<file path="config.mk">
export PLATFORM = sky130hd
export DESIGN_NAME = csr_access_unit_flat
export DESIGN_NICKNAME = d
export VERILOG_FILES = /design/src/rtl/csr_access_unit_if.sv /design/src/rtl/csr_access_unit.sv /design/src/flat_wrapper.sv
export SDC_FILE = /design/constraint.sdc
export NUM_CORES = 1
export LEC_CHECK = 0
export ABC_CLOCK_PERIOD_IN_PS = 1800
export CORE_MARGIN = 8
export CORE_UTILIZATION = 41
export DETAILED_ROUTE_END_ITERATION = 7
export PLACE_DENSITY_LB_ADDON = 0.08
export SLEW_MARGIN = 20
export SYNTH_ARGS = -nofsm -noshare
export SYNTH_HDL_FRONTEND = slang
export SYNTH_SLANG_ARGS = --single-unit
</file>
<file path="constraint.sdc">
create_clock -name clk -period 1.8 [get_ports clk]
set_input_delay 0.36 -clock clk [delete_from_list [all_inputs] [get_ports clk]]
set_output_delay 0.36 -clock clk [all_outputs]
set_load 0.1 [all_outputs]
</file>
<file path="src/rtl/csr_access_unit_if.sv">
// Request/response bundle between the CSR-instruction issuer and csr_access_unit.
// The master drives a decoded Zicsr request and consumes the old-value response.
interface csr_access_unit_if #(
    parameter int XLEN = 32
);
    logic            req_valid;
    logic            req_ready;
    logic [1:0]      req_op;
    logic            req_use_imm;
    logic [11:0]     req_addr;
    logic [XLEN-1:0] req_rs1_data;
    logic [4:0]      req_zimm;
    logic            req_src_nz;
    logic            rsp_valid;
    logic            rsp_ready;
    logic [XLEN-1:0] rsp_rd_data;
    logic            rsp_illegal;

    modport master (
        output req_valid, req_op, req_use_imm, req_addr, req_rs1_data, req_zimm, req_src_nz,
        output rsp_ready,
        input  req_ready, rsp_valid, rsp_rd_data, rsp_illegal
    );

    modport slave (
        input  req_valid, req_op, req_use_imm, req_addr, req_rs1_data, req_zimm, req_src_nz,
        input  rsp_ready,
        output req_ready, rsp_valid, rsp_rd_data, rsp_illegal
    );
endinterface

</file>
<file path="src/rtl/csr_access_unit.sv">
// Zicsr sequencer: read the CSR, issue one read-modify-write strobe, return the old value.
// One request in flight at a time; stall is held for the whole READ/EXEC/RESP sequence.
module csr_access_unit #(
    parameter int XLEN     = 32,
    parameter bit RO_CHECK = 1'b1
) (
    input  logic             clk,
    input  logic             rst_n,
    input  logic             freeze,
    csr_access_unit_if.slave req,
    output logic [11:0]      csr_adr_rd,
    input  logic [XLEN-1:0]  csr_rddata,
    output logic [11:0]      csr_adr_wr,
    output logic [XLEN-1:0]  csr_wrdata,
    output logic             csr_wr_en,
    output logic             stall
);
    typedef enum logic [1:0] {IDLE, READ, EXEC, RESP} state_e;

    state_e          state_q, state_d;
    logic [1:0]      op_q;
    logic [11:0]     addr_q;
    logic [XLEN-1:0] src_q;
    logic            src_nz_q;
    logic [XLEN-1:0] rd_q, rd_d;
    logic            ill_q, ill_d;
    logic [11:0]     wadr_q, wadr_d;
    logic [XLEN-1:0] wdat_q, wdat_d;
    logic            wr_en;
    logic            ro_space;
    logic            intent;
    logic            wr_ok;
    logic            ill_now;

    function automatic logic [XLEN-1:0] merge_wdata(input logic [1:0] op,
                                                    input logic [XLEN-1:0] old,
                                                    input logic [XLEN-1:0] src);
        case (op)
            2'b10:   return old | src;
            2'b11:   return old & ~src;
            default: return src;
        endcase
    endfunction

    // RS/RC without a nonzero source are pure reads, even in read-only space.
    assign ro_space = RO_CHECK && (addr_q[11:10] == 2'b11);
    assign intent   = (op_q == 2'b01) || ((op_q != 2'b00) && src_nz_q);
    assign wr_ok    = intent && !ro_space;
    assign ill_now  = (op_q == 2'b00) || (ro_space && intent);

    always_comb begin
        state_d = state_q;
        rd_d    = rd_q;
        ill_d   = ill_q;
        wadr_d  = wadr_q;
        wdat_d  = wdat_q;
        wr_en   = 1'b0;
        case (state_q)
            IDLE: if (req.req_valid) state_d = READ;
            // The CSR file only refreshes csr_rddata on non-freeze edges.
            READ: if (!freeze) state_d = EXEC;
            EXEC: begin
                rd_d  = csr_rddata;
                ill_d = ill_now;
                wr_en = wr_ok;
                if (wr_ok) begin
                    wadr_d = addr_q;
                    wdat_d = merge_wdata(op_q, csr_rddata, src_q);
                end
                state_d = RESP;
            end
            RESP: if (req.rsp_ready) state_d = IDLE;
            default: state_d = IDLE;
        endcase
    end

    always_ff @(posedge clk or negedge rst_n) begin
        if (!rst_n) begin
            state_q  <= IDLE;
            op_q     <= 2'b00;
            addr_q   <= 12'h000;
            src_q    <= '0;
            src_nz_q <= 1'b0;
            rd_q     <= '0;
            ill_q    <= 1'b0;
            wadr_q   <= 12'h000;
            wdat_q   <= '0;
        end else begin
            state_q <= state_d;
            rd_q    <= rd_d;
            ill_q   <= ill_d;
            wadr_q  <= wadr_d;
            wdat_q  <= wdat_d;
            if (state_q == IDLE && req.req_valid) begin
                op_q     <= req.req_op;
                addr_q   <= req.req_addr;
                src_q    <= req.req_use_imm ? {{(XLEN-5){1'b0}}, req.req_zimm} : req.req_rs1_data;
                src_nz_q <= req.req_src_nz;
            end
        end
    end

    // Write port passes the EXEC value through combinationally and holds it afterwards.
    assign csr_adr_wr      = wadr_d;
    assign csr_wrdata      = wdat_d;
    assign csr_wr_en       = wr_en;
    assign csr_adr_rd      = addr_q;
    assign stall           = (state_q != IDLE);
    assign req.req_ready   = (state_q == IDLE);
    assign req.rsp_valid   = (state_q == RESP);
    assign req.rsp_rd_data = rd_q;
    assign req.rsp_illegal = ill_q;
endmodule

</file>
<file path="src/flat_wrapper.sv">
// flat-port wrapper written by rule: the top's interface ports become plain ports
module csr_access_unit_flat 
#(
    parameter int XLEN     = 32,
    parameter bit RO_CHECK = 1'b1
)
  (clk, rst_n, freeze, csr_adr_rd, csr_rddata, csr_adr_wr, csr_wrdata, csr_wr_en, stall, req_req_valid, req_req_op, req_req_use_imm, req_req_addr, req_req_rs1_data, req_req_zimm, req_req_src_nz, req_rsp_ready, req_req_ready, req_rsp_valid, req_rsp_rd_data, req_rsp_illegal);
  csr_access_unit_if #(.XLEN(XLEN)) req_i ();
  input  logic clk;
  input  logic rst_n;
  input  logic freeze;
  output logic [11:0] csr_adr_rd;
  input  logic [XLEN-1:0] csr_rddata;
  output logic [11:0] csr_adr_wr;
  output logic [XLEN-1:0] csr_wrdata;
  output logic csr_wr_en;
  output logic stall;
  input wire logic [$bits(req_i.req_valid)-1:0] req_req_valid;
  input wire logic [$bits(req_i.req_op)-1:0] req_req_op;
  input wire logic [$bits(req_i.req_use_imm)-1:0] req_req_use_imm;
  input wire logic [$bits(req_i.req_addr)-1:0] req_req_addr;
  input wire logic [$bits(req_i.req_rs1_data)-1:0] req_req_rs1_data;
  input wire logic [$bits(req_i.req_zimm)-1:0] req_req_zimm;
  input wire logic [$bits(req_i.req_src_nz)-1:0] req_req_src_nz;
  input wire logic [$bits(req_i.rsp_ready)-1:0] req_rsp_ready;
  output wire logic [$bits(req_i.req_ready)-1:0] req_req_ready;
  output wire logic [$bits(req_i.rsp_valid)-1:0] req_rsp_valid;
  output wire logic [$bits(req_i.rsp_rd_data)-1:0] req_rsp_rd_data;
  output wire logic [$bits(req_i.rsp_illegal)-1:0] req_rsp_illegal;
  assign req_i.req_valid = req_req_valid;
  assign req_i.req_op = req_req_op;
  assign req_i.req_use_imm = req_req_use_imm;
  assign req_i.req_addr = req_req_addr;
  assign req_i.req_rs1_data = req_req_rs1_data;
  assign req_i.req_zimm = req_req_zimm;
  assign req_i.req_src_nz = req_req_src_nz;
  assign req_i.rsp_ready = req_rsp_ready;
  assign req_req_ready = req_i.req_ready;
  assign req_rsp_valid = req_i.rsp_valid;
  assign req_rsp_rd_data = req_i.rsp_rd_data;
  assign req_rsp_illegal = req_i.rsp_illegal;
  csr_access_unit #(.XLEN(XLEN), .RO_CHECK(RO_CHECK)) u_core (.clk(clk), .rst_n(rst_n), .freeze(freeze), .req(req_i), .csr_adr_rd(csr_adr_rd), .csr_rddata(csr_rddata), .csr_adr_wr(csr_adr_wr), .csr_wrdata(csr_wrdata), .csr_wr_en(csr_wr_en), .stall(stall));
endmodule
</file>
==> impl_metrics.yaml <==
floorplan:
  row_count: 42
  dieArea_um2: 17300
  ios: 183
  initial_core_util_pct: 41.7
  core_um2: 13100
  die_h_um: 132
  die_x_um: 132
setup_path:
  crit_type: "reg2out"
  crit_slowest_cell: "dfrtp_1"
  critical_path.max_stage_delay_ns: 0.38
  worst_r2r_path_depth: 7
  arrival_ns: 1.97
  cp-start-kind: "register"
  required_ns: 1.44
  cp_top_family: "multiplexers"
  path_cells: "mux2_4 > nand3_4 > buf_12 > mux2_4 > buf_12"
  reg2reg_slack_ns: 0.13
  cp_max_fo: 25
  endpoint_kind: "output pin"
  crit_buf_inv: 2
  r2r_end: "u_core.state_q[1]"
  r2r_start: "u_core.state_q[1]"
sta:
  fin_crit_sh_pct: 129
  final_hold_viol_count: 0
  setup_viol: 46
  grt_setup_unrepaired: "yes"
  maxSlewHeadroom_pct: 64.3
  fin_ws_ns: -0.529
  tightest_slew_ns: 0.536
  period_needed_ns: 2.33
  finalMaxSlewViolations: 0
  fin_worst_skew_ns: 0.00771
  fmax_mhz: 429
drt:
  num_vias: 4016
  drt-initial-drc-count: 193
  first_pass_iters: 4
  wirelength_um: 15600
  wl_per_cell_um: 18.9
  drc: 0
  detail-route-antenna-nets: 0
  vias_per_cell: 4.89
run_status:
  status: "finished, violations left"
  violations: "negative setup slack"
place:
  dpl.hpwl_um: 11200
  post-place-ws_ns: -0.125
  dp_cells: 787
  port_buffers: 182
  place_area_um2: 8670
  finalWeightedCongestion: 0.738
clock_network:
  numCtsBuffers: 17
  worst_skew_pair.late_latency_ns: 0.42
  clk_pin_slew_worst_paths_ns: 0.05
  cts_tree: "done"
  cts_buffer_depth: 2
  clkSinkCount: 126
  clockRootBuffer: "clkbuf_16"
  htree_levels: 4
flow_run:
  drv_cap: 0
logic_synthesis:
  netlist_area_um2: 5480
  ys_warn_count: 0
  syn_inst: 429
  synth_nets: 524
  seq_area_frac_synth_pct: 57.5
  ys_seq_elements: 126
  synth_cell_types: 21
  avgSynthCellArea_um2: 12.8
cells_and_area:
  antennaDiodeCount: 0
  final_area_um2: 9340
  drive_gt1_share_pct: 40.1
  nets: 728
  final_cell_mix: "124 x dfrtp_1, 101 x buf_12, 88 x clkdlybuf4s50_1, 64 x a21oi_1, 47 x mux2_2"
  fin_cells: 822
  layout_commonest_cell: "dfrtp_1"
  syn_to_final_growth_pct: 70.3
global_routing:
  grt-ovfl-total: 0
  grt_pass1_wl_um: 25200
  grt_use_total_pct: 18.6
  antenna_found_initial: 0
  grt_pass1_vias: 4465
  grt_max_degree: 50
min_path:
  hp-class: "in2async"
metal layers:
metal | vias to the layer above | share of wire [%] | global-route usage (%)
met5 | - | 0 | 0
met4 | 0 | 1.9 | 6.70
met3 | 22 | 6.8 | 7.58
met2 | 126 | 51 | 31.1
met1 | 1972 | 40 | 21.1
li1 | 1896 | - | -
worst max path at each step:
| stage | startpoint | end | slack, ns | cells past startpoint |
|---|---|---|---|---|
| 2_1_floorplan | u_core.state_q[1] | u_core.state_q[1] | -0.40 | 5 |
| 3_3_place_gp | u_core.op_q[1] | csr_wrdata[21] | -0.09 | 5 |
| 3_5_place_dp | u_core.op_q[1] | csr_adr_wr[2] | -0.12 | 5 |
| 4_1_cts | u_core.op_q[1] | csr_wrdata[22] | -0.57 | 5 |
| 5_1_grt | u_core.op_q[1] | csr_wrdata[22] | -0.59 | 5 |
| 6_report | u_core.op_q[1] | csr_wrdata[22] | -0.53 | 5 |
Yosys cell counts, drive strengths merged:
cell type,instances,share of area (%)
dfrtp,126,58
mux2,93,22
a21oi,64,5.8
nand2,35,2.4
o21ai,33,3.0
nand2b,28,3.2
buf,14,1.8
clkbuf,13,0.89
inv,6,0.41
mux2i,6,1.1
ha,5,1.1
nand3,2,0.41
and2,1,0.11
nor2,1,0.068
o221ai,1,0.16
o2bb2ai,1,0.16
final cells by class:
type                            count  area (µm²)
Clock buffer                       23         498
Clock inverter                      9         131
Fill cell                         918        3800
Inverter                            6        35.0
Multi-Input combinational cell    270        2210
Sequential cell                   126        3160
Tap cell                          176         220
Timing Repair Buffer              212        3080
cells by family (layout without fill, tap and decap cells):
kind of cell    after synthesis  in the layout  share of synthesized area [%]
flops                       126            126                           57.5
compound gates               99             99                           9.17
mux                          99             99                           22.9
simple gates                 67             67                           6.18
buf+inv                      33            250                           3.06
fa+ha+maj                     5              5                           1.14
sequential cells by signal (all words and copies together), names as in the netlist:
name,flops
u_core.src_nz_q,1
u_core.src_q,32
u_core.csr_adr_rd,12
u_core.req.rsp_illegal,1
u_core.wdat_q,32
u_core.req.rsp_rd_data,32
u_core.op_q,2
u_core.state_q,2
u_core.wadr_q,12
per-stage QoR:
| step | setup TNS (ns) | hold WS (ns) | util, % |
|---|---|---|---|
| after floorplan | -6.32 | 0.0644 | - |
| after global placement | -3.43 | 0.368 | 66.0 |
| after detailed placement | -4.41 | 0.372 | 66.0 |
| after CTS | -24.66 | 0.472 | 71.1 |
| after global routing | -25.55 | 0.506 | 71.1 |
| final | -22.90 | 0.458 | 71.1 |
what timing repair did:
item	CTS	global route
setup buffers	2	0
hold buffers	1	0
pin swaps	1	0
gates resized for setup	2	1
setup endpoints to repair	46	46
endpoints found under the hold margin	30	0
Power is left out: the tool's default activity adds up to more than one toggle a clock period on the data nets, which glitch-free logic cannot reach.
